==> config.mk <==
export PLATFORM = sky130hd
export DESIGN_NAME = bm_infer_sched
export DESIGN_NICKNAME = d
export VERILOG_FILES = /design/src/rtl/bm_infer_sched.sv
export SDC_FILE = /design/constraint.sdc
export NUM_CORES = 1
export LEC_CHECK = 0
export ABC_CLOCK_PERIOD_IN_PS = 2600
export BUFFER_PORTS_ARGS = -buffer_cell sky130_fd_sc_hd__buf_2
export CAP_MARGIN = 15
export CORE_ASPECT_RATIO = 1.5
export CORE_MARGIN = 1
export CORE_UTILIZATION = 48
export DETAILED_ROUTE_END_ITERATION = 16
export PLACE_DENSITY = 0.77
export SYNTH_ARGS = -nofsm -noshare
export SYNTH_HDL_FRONTEND = slang
export SYNTH_SLANG_ARGS = --single-unit
==> constraint.sdc <==
create_clock -name clk -period 2.6 [get_ports clk]
set_input_delay 0.26 -clock clk [delete_from_list [all_inputs] [get_ports clk]]
set_output_delay 0.26 -clock clk [all_outputs]
set_load 0.01 [all_outputs]
==> src/rtl/bm_infer_sched.sv <==
// Inference scheduler for the Bayesian stochastic/log chip: runs seed/address/inference/readout
// per 4-observation job and round-robin arbitrates the chip pin bus against the host controller.
module bm_infer_sched #(
  parameter int OBS_W     = 9,
  parameter int CYC_W     = 16,
  parameter int PULSE_CYC = 2,
  parameter int DUMMY_CYC = 3
) (
  input  logic               clk,
  input  logic               rst,
  input  logic [CYC_W-1:0]   cfg_cycles,
  input  logic [7:0]         cfg_seed,
  input  logic               cfg_log,
  input  logic               obs_valid,
  output logic               obs_ready,
  input  logic [4*OBS_W-1:0] obs_data,
  output logic               res_valid,
  input  logic               res_ready,
  output logic [31:0]        res_data,
  input  logic               host_req,
  output logic               host_gnt,
  input  logic [34:0]        host_pins,
  output logic [34:0]        chip_pins,
  input  logic [3:0]         bit_out,
  output logic [15:0]        jobs_done
);

  typedef enum logic [3:0] {
    ST_IDLE      = 4'd0,
    ST_LOAD_SEED = 4'd1,
    ST_SETUP     = 4'd2,
    ST_PRE       = 4'd3,
    ST_PULSE     = 4'd4,
    ST_OFF       = 4'd5,
    ST_RUN       = 4'd6,
    ST_READOUT   = 4'd7,
    ST_CLEAR     = 4'd8,
    ST_RESULT    = 4'd9
  } state_t;

  typedef enum logic {
    RR_HOST  = 1'b0,
    RR_SCHED = 1'b1
  } rr_t;

  typedef struct packed {
    logic       cbl;
    logic       cblen;
    logic       csl;
    logic       cwl;
    logic       inference;
    logic       load_seed;
    logic       read_1;
    logic       read_8;
    logic       load_mem;
    logic       read_out;
    logic       stoch_log;
    logic [7:0] col;
    logic [7:0] row;
    logic [7:0] seeds;
  } pins_t;

  localparam logic [CYC_W-1:0] PULSE_LAST = CYC_W'(PULSE_CYC - 1);
  localparam logic [CYC_W-1:0] DUMMY_LIM  = CYC_W'(DUMMY_CYC);
  localparam logic [CYC_W-1:0] READ_LAST  = CYC_W'(DUMMY_CYC + 7);

  state_t             state_q, state_d;
  rr_t                rr_last_q, rr_last_d;
  logic [1:0]         obs_idx_q, obs_idx_d;
  logic [CYC_W-1:0]   cnt_q, cnt_d;
  logic [CYC_W-1:0]   cyc_lat_q, cyc_lat_d;
  logic [4*OBS_W-1:0] obs_lat_q, obs_lat_d;
  logic [31:0]        res_data_q, res_data_d;
  logic               res_valid_q, res_valid_d;
  logic               idle_free_q, idle_free_d;
  logic               host_gnt_q, host_gnt_d;
  logic [15:0]        jobs_done_q, jobs_done_d;
  pins_t              sched_pins_q, sched_pins_d;
  logic [OBS_W-1:0]   obs_cur;
  logic               log_on;

  // The host loses an IDLE tie only when it was the last one granted.
  assign obs_ready = idle_free_q & ~(host_req & (rr_last_q == RR_SCHED));
  assign res_valid = res_valid_q;
  assign res_data  = res_data_q;
  assign host_gnt  = host_gnt_q;
  assign jobs_done = jobs_done_q;
  assign chip_pins = host_gnt_q ? host_pins : sched_pins_q;

  // Job sequencing, arbitration and result capture.
  always_comb begin
    state_d     = state_q;
    rr_last_d   = rr_last_q;
    obs_idx_d   = obs_idx_q;
    cnt_d       = cnt_q;
    cyc_lat_d   = cyc_lat_q;
    obs_lat_d   = obs_lat_q;
    res_data_d  = res_data_q;
    host_gnt_d  = host_gnt_q;
    jobs_done_d = jobs_done_q;

    case (state_q)
      ST_IDLE: begin
        if (host_gnt_q) begin
          host_gnt_d = host_req;
        end else if (idle_free_q) begin
          if (host_req && ((rr_last_q == RR_SCHED) || !obs_valid)) begin
            host_gnt_d = 1'b1;
            rr_last_d  = RR_HOST;
          end else if (obs_valid) begin
            state_d    = ST_LOAD_SEED;
            obs_lat_d  = obs_data;
            cyc_lat_d  = (cfg_cycles == {CYC_W{1'b0}}) ? CYC_W'(1) : cfg_cycles;
            res_data_d = 32'd0;
            obs_idx_d  = 2'd0;
          end else begin
            state_d = ST_IDLE;
          end
        end else begin
          state_d = ST_IDLE;
        end
      end
      ST_LOAD_SEED: begin
        state_d   = ST_SETUP;
        obs_idx_d = 2'd0;
      end
      ST_SETUP: state_d = ST_PRE;
      ST_PRE: begin
        state_d = ST_PULSE;
        cnt_d   = {CYC_W{1'b0}};
      end
      ST_PULSE: begin
        if (cnt_q == PULSE_LAST) begin
          state_d = ST_OFF;
        end else begin
          cnt_d = cnt_q + CYC_W'(1);
        end
      end
      ST_OFF: begin
        if (obs_idx_q == 2'd3) begin
          state_d = ST_RUN;
          cnt_d   = {CYC_W{1'b0}};
        end else begin
          state_d   = ST_SETUP;
          obs_idx_d = obs_idx_q + 2'd1;
        end
      end
      ST_RUN: begin
        if (cnt_q == (cyc_lat_q - CYC_W'(1))) begin
          state_d = ST_READOUT;
          cnt_d   = {CYC_W{1'b0}};
        end else begin
          cnt_d = cnt_q + CYC_W'(1);
        end
      end
      ST_READOUT: begin
        if (cnt_q >= DUMMY_LIM) begin
          for (int j = 0; j < 4; j++) begin
            res_data_d[8*j +: 8] = {res_data_q[8*j +: 7], bit_out[j]};
          end
        end else begin
          res_data_d = res_data_q;
        end
        if (cnt_q == READ_LAST) begin
          state_d = ST_CLEAR;
        end else begin
          cnt_d = cnt_q + CYC_W'(1);
        end
      end
      ST_CLEAR: state_d = ST_RESULT;
      ST_RESULT: begin
        if (res_ready) begin
          state_d     = ST_IDLE;
          rr_last_d   = RR_SCHED;
          jobs_done_d = jobs_done_q + 16'd1;
        end else begin
          state_d = ST_RESULT;
        end
      end
      default: state_d = ST_IDLE;
    endcase

    idle_free_d = (state_d == ST_IDLE) && !host_gnt_d;
    res_valid_d = (state_d == ST_RESULT);
  end

  // Pin levels are decoded from the next state so they line up with the state they belong to.
  always_comb begin
    sched_pins_d = '0;
    case (obs_idx_d)
      2'd0:    obs_cur = obs_lat_q[0*OBS_W +: OBS_W];
      2'd1:    obs_cur = obs_lat_q[1*OBS_W +: OBS_W];
      2'd2:    obs_cur = obs_lat_q[2*OBS_W +: OBS_W];
      2'd3:    obs_cur = obs_lat_q[3*OBS_W +: OBS_W];
      default: obs_cur = {OBS_W{1'b0}};
    endcase

    case (state_d)
      ST_SETUP, ST_PRE, ST_PULSE, ST_OFF, ST_RUN, ST_READOUT:
        log_on = (state_d != ST_SETUP) || (obs_idx_d != 2'd0);
      default:
        log_on = 1'b0;
    endcase

    case (state_d)
      ST_LOAD_SEED: begin
        sched_pins_d.load_seed = 1'b1;
        sched_pins_d.seeds     = cfg_seed;
      end
      ST_SETUP, ST_PRE, ST_PULSE, ST_OFF: begin
        sched_pins_d.col       = {obs_idx_d, 3'b000, obs_cur[2:0]};
        sched_pins_d.row       = 8'(obs_cur[OBS_W-1:3]);
        sched_pins_d.csl       = (state_d == ST_PRE);
        sched_pins_d.cwl       = (state_d == ST_PRE) || (state_d == ST_PULSE);
        sched_pins_d.read_8    = (state_d != ST_SETUP);
        sched_pins_d.inference = (state_d == ST_OFF);
      end
      ST_RUN, ST_READOUT: begin
        sched_pins_d.inference = 1'b1;
        sched_pins_d.read_8    = 1'b1;
        sched_pins_d.read_out  = (state_d == ST_READOUT);
      end
      ST_CLEAR: begin
        sched_pins_d.load_mem  = 1'b1;
        sched_pins_d.read_out  = 1'b1;
        sched_pins_d.inference = 1'b1;
      end
      default: sched_pins_d = '0;
    endcase

    sched_pins_d.stoch_log = cfg_log & log_on;
  end

  // State and output registers; rst abandons any running job.
  always_ff @(posedge clk) begin
    if (rst) begin
      state_q      <= ST_IDLE;
      rr_last_q    <= RR_HOST;
      obs_idx_q    <= 2'd0;
      cnt_q        <= {CYC_W{1'b0}};
      cyc_lat_q    <= CYC_W'(1);
      obs_lat_q    <= {(4*OBS_W){1'b0}};
      res_data_q   <= 32'd0;
      res_valid_q  <= 1'b0;
      idle_free_q  <= 1'b0;
      host_gnt_q   <= 1'b0;
      jobs_done_q  <= 16'd0;
      sched_pins_q <= '0;
    end else begin
      state_q      <= state_d;
      rr_last_q    <= rr_last_d;
      obs_idx_q    <= obs_idx_d;
      cnt_q        <= cnt_d;
      cyc_lat_q    <= cyc_lat_d;
      obs_lat_q    <= obs_lat_d;
      res_data_q   <= res_data_d;
      res_valid_q  <= res_valid_d;
      idle_free_q  <= idle_free_d;
      host_gnt_q   <= host_gnt_d;
      jobs_done_q  <= jobs_done_d;
      sched_pins_q <= sched_pins_d;
    end
  end

endmodule

==> summary.md <==
| Metric | Value |
|---|---|
| Peak fanout along the critical path | `15` |
| Root Driver | `clkbuf_16` |
| Post-route setup slack | `0.119 ns` |
| DRC viols | `0` |
| H-Tree Depth | `4` |
| Synth unique cells | `64` |
| Worst EP arrival | `2.78 ns` |
| Vias | `6523` |
| Final #Nets | `1098` |
| Worst path slowest cell | `or4b_4` |
| Post-route ant nets | `0` |
| Top cells by count, synth | `dfxtp_1, nand2_1, a21oi_1` |
| # setup viols final | `0` |
| Share of cells above drive strength 1 | `31.2%` |
| Antenna violations before repair | `0` |
| Port Buffers | `190` |
| Max Buffers Root-to-Sink | `2` |
| Synth Warn # | `0` |
| Hold Violations, Final | `0` |
| Initial core utilization | `49.7%` |
| Tmin final | `2.48 ns` |
| Synthesized net count | `918` |
| VDD IR-drop max | `0.533 mV` |
| Clock-pin slew on the worst setup and hold paths | `0.07 ns` |
| Final GP Congestion | `0.860` |
| Crit path kind | `flop to flop` |
| Setup TNS | `0 ns` |
| Worst R2R Setup Slack | `0.12 ns` |
| Sequential area share after synthesis | `43.4%` |
| Worst Clk Skew | `0.0121 ns` |
| Core Area | `14200 um2` |
| Syn_area_per_cell | `8.73 um2` |
| Die width | `101 um` |
| Die ar. | `15200 um2` |
| Half-perimeter wire length after placement | `13100 um` |
| Worst Tran Pin Value | `0.726 ns` |
| Fraction of registers with async set/reset | `0%` |
| Yosys reg bits | `153` |
| Cts bufs inserted | `17` |
| Critical path endpoint category | `flop` |
| Ys flop type | `dfxtp_1` |
| Post-synthesis cell count | `808` |
| Outcome | `complete, no violations` |
| Total gr overflow | `0` |
| Synth area leader | `dfxtp_1` |
| Gr usage total | `24.7%` |
| Cell Area, Synth | `7050 um2` |
| Largest net degree at the start of global routing | `92` |
| Worst-Skew Late Latency | `0.43 ns` |
| Postcts setup bufs | `0` |
| Top-area cell type share of the netlist area | `43.4%` |
| TritonRoute pass-1 iters | `5` |
| Pleak | `3.59 nW` |
| WP data required | `2.90 ns` |
| Number of global-route vias before repair | `6297` |
| Max-Cap Viols | `0` |
| Power density cells | `686 nW/um2` |
| Area contributors post-synth | `dfxtp_1, nand2_1, a21oi_1` |
| WL/cell | `15.5 um` |
| Vias/cell | `5.47` |
| Final period util | `95.4%` |
| TritonCTS clock tree | `yes` |
| P&R area growth vs syn | `25.9%` |
| # clock sinks | `153` |
| Row count | `53` |
| Critical path startpoint category | `flop` |
| Min-Delay Path Class | `input port to flop` |
| DP Worst Slack | `0.0899 ns` |
| Drt total wl | `18500 um` |
| Slew HR | `51.6%` |
| Final Slew Violations | `0` |
| Post-synth EDFFs | `0` |
| Chip Height | `150 um` |
| Number of diodes | `0` |
| Critical-path cell list | `inv_1 -> ha_1 -> or4b_4 -> xor2_1 -> nor4_2 -> o221ai_2 -> o31ai_4 -> buf_12 -> a211oi_1` |
| 1st-iter DRT viols | `296` |
| Crit-path max cell delay | `0.49 ns` |
| F_max | `403 MHz` |
| Top-Level Pins | `191` |
| Most common cell in the netlist | `dfxtp_1` |
| Core Util, Final | `62.6%` |
| Global-route wire length before repair | `29400 um` |
registers in the layout, indices dropped and copies added (netlist names):
signal,count
rr_last_q,1
sched_pins_q,27
host_gnt,1
res_valid,1
state_q,4
obs_lat_q,36
idle_free_q,1
cyc_lat_q,16
jobs_done,16
res_data,32
obs_idx_q,2
cnt_q,16
layer usage:
layer | global-route usage [%] | up-vias | share of wire (%)
li1 | - | 3195 | -
met1 | 27.2 | 3063 | 39
met2 | 43.0 | 211 | 51
met3 | 6.64 | 54 | 5.9
met4 | 12.7 | 0 | 3.6
met5 | 0 | - | 0
layout make-up:
type,instances,area [um2]
flip-flops and latches,153,3060
multi-input cells,588,3760
repair buffers,215,1170
inverters,13,48.8
fillers,1284,5310
clock inverters,15,178
well taps,192,240
clock buffers,17,425
critical path: cells and delay by family, from the launching register on:
kind | cells | cell delay (ns)
and+or+nand+nor | 2 | 0.83
xor gates and xnor gates | 1 | 0.21
DFF | 1 | 0.35
AOI/OAI and AO/OA | 3 | 0.55
buffers and inverters | 2 | 0.26
adders and majority gates | 1 | 0.14
report_power, final:
| group | total (mW) | internal (mW) | switching, mW |
|---|---|---|---|
| Combinational | 1.04 | 0.443 | 0.596 |
| Sequential | 2.55 | 2.47 | 0.0830 |
| Clock | 2.50 | 1.37 | 1.13 |
| Total | 6.09 | 4.28 | 1.80 |
worst paths after layout:
kind                                   endpoint           from  depth (start not counted)
worst max-delay path                   cnt_q[9]   cyc_lat_q[1]                          9
worst min-delay path            sched_pins_q[3]    cfg_seed[3]                          2
worst max register to register         cnt_q[9]   cyc_lat_q[1]                          9
worst min register to register    obs_lat_q[30]  obs_lat_q[30]                          2
cell usage in the layout, fill, tap and decap left out, drive strengths merged, types with 6 or more instances in the layout:
cell type and n:
xnor2 32, nor3 21, buf 215, nor2 48
a21oi 82, a211oi 15, clkbuf 17, mux2 28
xor2 17, nor4 15, nand4 9, and2 19
a22oi 12, o21ai 11, or2 6, inv 21
nand2 126, nor2b 14, nand3 49, nand2b 8
dfxtp 153, mux4 9
metrics by stage:
| stage | total power, mW | hold WS (ns) | instances | cell area, um2 |
|---|---|---|---|---|
| after floorplan | 3.28 | 0.382 | 808 | 7050 |
| after detailed placement | 3.61 | 0.444 | 1161 | 8240 |
| after CTS | 6.10 | 0.0169 | 1193 | 8850 |
| after global routing | 6.33 | 0.0244 | 1193 | 8880 |
| final | 6.09 | 0.0306 | 1193 | 8880 |
| after global placement | 3.59 | 0.439 | 1161 | 8240 |
cells by family (layout without fill, tap and decap cells):
family / count (synthesis) / count (layout) / share of synthesized area [%]
AND/OR/NAND/NOR: 344 / 344 / 24.1
flip-flops: 153 / 153 / 43.4
AO/OA/AOI/OAI: 152 / 152 / 14.2
buffers and inverters: 67 / 260 / 3.76
XOR/XNOR: 49 / 49 / 6.19
multiplexers: 38 / 38 / 7.49
adder cells (fa/ha/maj): 5 / 5 / 0.887
what timing repair did:
action,in CTS,in global routing
setup endpoints to repair,0,18
resized for setup,0,6
hold buffers,0,0
Note: power is estimated with default switching activity, not from simulation.
